$ cat config.mk
export PLATFORM = sky130hd
export DESIGN_NAME = rr_fixed_arbiter
export DESIGN_NICKNAME = d
export VERILOG_FILES = /design/src/rtl/arb_pkg.sv /design/src/rtl/arb_pick.sv /design/src/rtl/rr_fixed_arbiter.sv
export SDC_FILE = /design/constraint.sdc
export NUM_CORES = 1
export LEC_CHECK = 0
export BUFFER_PORTS_ARGS = -buffer_cell sky130_fd_sc_hd__buf_2
export CAP_MARGIN = 20
export CORE_MARGIN = 2
export CORE_UTILIZATION = 58
export CTS_CLUSTER_DIAMETER = 40
export DETAILED_ROUTE_END_ITERATION = 12
export PLACE_DENSITY_LB_ADDON = 0.08
export SKIP_CTS_REPAIR_TIMING = 1
export SLEW_MARGIN = 20
export SYNTH_ARGS = -nofsm -noshare
export SYNTH_HDL_FRONTEND = slang
export SYNTH_SLANG_ARGS = --single-unit
$ cat constraint.sdc
create_clock -name clk -period 6.7 [get_ports clk]
set_clock_uncertainty 0.05 [all_clocks]
set_input_delay 1.005 -clock clk [delete_from_list [all_inputs] [get_ports clk]]
set_output_delay 1.005 -clock clk [all_outputs]
set_load 0.005 [all_outputs]
$ cat src/rtl/arb_pkg.sv
// Shared definitions for the request arbiter family.
// Mode encodings, hold counter width and a width helper.
package arb_pkg;

    localparam logic ARB_FIXED = 1'b0;
    localparam logic ARB_RR    = 1'b1;
    localparam int   HOLD_CW   = 8;

    function automatic int clog2(input int n);
        int w;
        w = 1;
        while ((1 << w) < n) w++;
        return w;
    endfunction

endpackage

$ cat src/rtl/arb_pick.sv
// Combinational rotating priority picker.
// Searches req upward from start, wrapping via a doubled vector.
module arb_pick
    import arb_pkg::*;
#(
    parameter int N   = 4,
    parameter int IDW = clog2(N)
) (
    input  logic [N-1:0]   req,
    input  logic [IDW-1:0] start,
    output logic [N-1:0]   win,
    output logic [IDW-1:0] idx,
    output logic           any
);

    logic [2*N-1:0] dbl;
    logic [N-1:0]   rot;
    logic [IDW-1:0] off;
    logic [IDW:0]   sum;

    always_comb begin
        dbl = {req, req};
        rot = dbl[int'(start) +: N];
        any = |req;
        off = '0;
        // descending scan so the lowest set offset wins
        for (int j = N - 1; j >= 0; j--) begin
            if (rot[j]) off = IDW'(j);
        end
        sum = {1'b0, start} + {1'b0, off};
        if (sum >= (IDW + 1)'(N)) sum = sum - (IDW + 1)'(N);
        idx = sum[IDW-1:0];
        win = '0;
        win[idx] = any;
    end

endmodule

$ cat src/rtl/rr_fixed_arbiter.sv
// N-requester arbiter, fixed or round-robin priority,
// registered one-hot grant with bounded grant lock.
module rr_fixed_arbiter
    import arb_pkg::*;
#(
    parameter int N        = 4,
    parameter int MAX_HOLD = 8,
    parameter int IDW      = clog2(N)
) (
    input  logic           clk,
    input  logic           reset,
    input  logic [N-1:0]   req,
    input  logic           mode,
    input  logic           hold_en,
    output logic [N-1:0]   gnt,
    output logic [IDW-1:0] gnt_id,
    output logic           gnt_valid
);

    localparam logic [HOLD_CW-1:0] LIM = HOLD_CW'(MAX_HOLD - 1);

    logic [IDW-1:0]     rr_ptr;
    logic [HOLD_CW-1:0] hold_cnt;
    logic               lock_hit;
    logic               expire;
    logic [N-1:0]       pick_req;
    logic [IDW-1:0]     start;
    logic [N-1:0]       p_gnt;
    logic [IDW-1:0]     p_id;
    logic               p_any;
    logic [IDW-1:0]     sel_id;
    logic [IDW-1:0]     ptr_nxt;

    always_comb begin
        lock_hit = hold_en && gnt_valid && req[gnt_id];
        expire   = lock_hit && (hold_cnt >= LIM);
        // at expiry the holder competes only if nobody else asks
        pick_req = expire ? (req & ~gnt) : req;
        start    = (mode == ARB_RR) ? rr_ptr : '0;
        sel_id   = p_any ? p_id : gnt_id;
        ptr_nxt  = (sel_id == IDW'(N - 1)) ? '0
                 : sel_id + IDW'(1);
    end

    arb_pick #(
        .N   (N),
        .IDW (IDW)
    ) u_pick (
        .req   (pick_req),
        .start (start),
        .win   (p_gnt),
        .idx   (p_id),
        .any   (p_any)
    );

    always_ff @(posedge clk or negedge reset) begin
        if (!reset) begin
            gnt       <= '0;
            gnt_id    <= '0;
            gnt_valid <= 1'b0;
            rr_ptr    <= '0;
            hold_cnt  <= '0;
        end else if (lock_hit && !expire) begin
            hold_cnt <= hold_cnt + HOLD_CW'(1);
        end else if (expire && !p_any) begin
            hold_cnt <= '0;
            rr_ptr   <= ptr_nxt;
        end else if (p_any) begin
            gnt       <= p_gnt;
            gnt_id    <= p_id;
            gnt_valid <= 1'b1;
            hold_cnt  <= '0;
            rr_ptr    <= ptr_nxt;
        end else begin
            gnt       <= '0;
            gnt_valid <= 1'b0;
            hold_cnt  <= '0;
        end
    end

endmodule

==> impl_metrics.json <==
{
  "vias_per_cell": 5.80,
  "postRouteAntennaNets": 0,
  "whs_ps": 443,
  "root_buffer": "clkbuf_4",
  "cpPeakStageDelay_ps": 830,
  "fp-row-count": 16,
  "synthTopCellsByCount": "dfrtp_1 (17), nand2_1 (10), inv_1 (8)",
  "hold_viol_final": 0,
  "n_antenna_cell": 0,
  "nets": 140,
  "swShare": 0.420,
  "hp-class": "register to register",
  "cp_top_family": "compound AO/OA/AOI/OAI gates",
  "worstPathMaxFanout": 16,
  "cts_tree": "done",
  "num_vias": 905,
  "synth_top_cell_by_area": "dfrtp_1",
  "grt_pass1_wl_um": 3960,
  "critical_path_required_ps": 6840,
  "ys_top_cells_by_area": "dfrtp_1 (37%), a2111oi_4 (4.8%), nand2_1 (3.3%)",
  "fmax_mhz": 253,
  "initial_utilization": 0.597,
  "die_y_um": 48.5,
  "ir_drop_mv": 0.222,
  "synth_area_sq_um": 1150,
  "max_slew.worst_pin.slew_ps": 976,
  "htreeDepth": 1,
  "wl_per_cell_um": 14.3,
  "async_flop_share": 1.00,
  "hold_depth": 1,
  "cts_buffers": 3,
  "r2r-end": "rr_ptr[1]",
  "leakage_uw": 0.000545,
  "synth_top_area_share": 0.371,
  "maxSlewViolCount": 0,
  "p_per_area_nw_per_um2": 324,
  "rsz0062_at_grt": "false",
  "io_pins": 15,
  "p_sw_uw": 173,
  "ys_seq_area_frac": 0.371,
  "yosysWarnings": 0,
  "finalSetupTns_ps": 0,
  "comb_power_share": 0.494,
  "drive_gt1_frac": 0.271,
  "critical_path.slowest_cell": "a31oi_1",
  "routed_wl_um": 2220,
  "worst_r2r_path_depth": 14,
  "path_class": "primary input to register",
  "seqPwrFrac": 0.371,
  "die-area_sq_um": 2350,
  "gp_routability_congestion": 0.860,
  "overflow": 0,
  "holdCritStartpoint": "hold_cnt[0]",
  "crit_buf_inv": 1,
  "timing.rr.start": "hold_cnt[0]",
  "setup_viol": 0,
  "port_buffers": 14,
  "core-area_sq_um": 1920,
  "n_fill_cell": 168,
  "drc_errors": 0,
  "fin_util": 0.661,
  "fin_crit_ps": 3960,
  "crit_arrival_ps": 4100,
  "synth_edf_count": 0,
  "synth.most_common_cell": "dfrtp_1",
  "whs_endpoint": "hold_cnt[0]",
  "critPathLaunchType": "primary input",
  "hpwlAfterDp_um": 1650,
  "grt_max_degree": 18,
  "clk_pin_slew_ps": 100,
  "cts_sinks": 17,
  "crit_path_end_kind": "register",
  "ys.flop_type": "dfrtp_1",
  "avgSynthCellArea_sq_um": 10.4,
  "multi_input_area_sq_um": 684,
  "drt_first_pass_iters": 4,
  "synthCells": 110,
  "area_delta_synth_final_pct": 10.8,
  "status": "finished, final reports clean",
  "first_global_vias": 876,
  "synth-seq-cells": 17,
  "final-seq-area_sq_um": 425,
  "relSlewSlack": 0.346,
  "grt_usage": 0.216,
  "yosysUniqueCellTypes": 44,
  "p_clk_frac": 0.135,
  "p_int_uw": 239,
  "antenna_found_initial": 0,
  "drt_iter0_markers": 21,
  "cap_violations": 0,
  "die_w_um": 48.5,
  "clock_latency_ps": 300,
  "path_cells": "buf_2, mux2i_1, o22ai_4, a31oi_1, o21ai_0, o21ai_0, nand2_1, a31oi_1, ha_1, xnor2_1, a2111oi_4, nor4b_1, mux2i_1, nand3_1",
  "reg2reg_slack_ps": 2990,
  "clockBufferDepth": 2,
  "fin_crit_sh": 0.590
}
==> power by group through the flow <==
stage / logic, uW / registers (uW) / clock network [uW]
after global routing: 227 / 158 / 61.7
final: 204 / 153 / 55.7
after floorplan: 162 / 150 / 0
after detailed placement: 203 / 155 / 0
after CTS: 204 / 153 / 57.2
after global placement: 198 / 154 / 0
==> registers in the layout, indices dropped and copies added, names as in the netlist <==
register,flops
hold_cnt,8
gnt,4
gnt_id,2
rr_ptr,2
gnt_valid,1
==> kinds of logic (layout without fill, tap and decap cells) <==
| family | after synthesis | count (layout) | synth area share |
|---|---|---|---|
| multiplexers | 5 | 5 | 0.0458 |
| adder cells (fa/ha/maj) | 2 | 2 | 0.0218 |
| other | 1 | 4 | 0.00327 |
| AND/OR/NAND/NOR | 36 | 36 | 0.189 |
| flip-flops | 17 | 17 | 0.371 |
| XOR/XNOR | 2 | 2 | 0.0153 |
| AO/OA/AOI/OAI | 37 | 37 | 0.312 |
| buffers and inverters | 10 | 26 | 0.0425 |
==> worst reg2reg max path, stage by stage (launching register included) <==
cell       delay, ps
dfrtp_1          420
ha_1             220
a21oi_1          290
nand2_4          150
a31oi_1          770
o21ai_0          210
o21ai_0          110
nand2_1           70
a31oi_1          180
ha_1             260
xnor2_1          180
a2111oi_4        350
nor4b_1          120
mux2i_1          150
nand3_1           80
==> area by class of cell <==
type | count | share of cell area
Sequential cell | 17 | 0.335
Clock buffer | 3 | 0.0177
Timing Repair Buffer | 14 | 0.0551
Inverter | 8 | 0.0236
Tap cell | 27 | 0.0266
Multi-Input combinational cell | 86 | 0.538
Clock inverter | 1 | 0.00394
==> worst max path at each step <==
stage / endpoint / from / slack (ps) / depth (start not counted)
detailed placement: rr_ptr[1] / req[1] / 2430 / 14
global route: rr_ptr[1] / req[1] / 2320 / 14
finish: rr_ptr[1] / req[1] / 2740 / 14
global placement: rr_ptr[1] / req[3] / 2540 / 14
CTS: rr_ptr[1] / req[1] / 2750 / 14
floorplan: gnt[1] / req[3] / 3360 / 13
==> through the flow <==
step                setup WS, ps  total power (uW)  instances  instance area (sq um)
floorplan                   3360               312        113                   1160
global placement            2540               352        152                   1240
detailed placement          2430               358        152                   1240
CTS                         2750               414        156                   1270
global route                2320               447        156                   1270
finish                      2740               412        156                   1270
==> per-layer routing <==
layer  routed length (um)  GRT usage  part of all wire  up-vias
li1                     -          -                 -      453
met1                 1010      0.288              0.45      432
met2                 1100      0.354              0.50       15
met3                   68     0.0216             0.031        5
met4                   44      0.105             0.020        0
met5                    0          0                 0        -
==> cells in the final DEF, fill, tap and decap left out, types with 2 or more instances in the layout <==
cell type	n
a31oi_1	4
conb_1	4
a31o_4	2
mux2i_1	3
nor2_1	7
a2111oi_4	2
nor3_1	2
a211oi_1	2
ha_1	2
buf_2	14
nand3_1	7
mux2_2	2
a2111oi_0	2
o21ai_1	3
o21ai_0	5
a31o_1	2
o211ai_1	2
nand2_1	10
a211o_1	2
o211ai_2	2
dfrtp_1	17
inv_1	8
clkbuf_4	3
(Power assumes the default switching activity.)
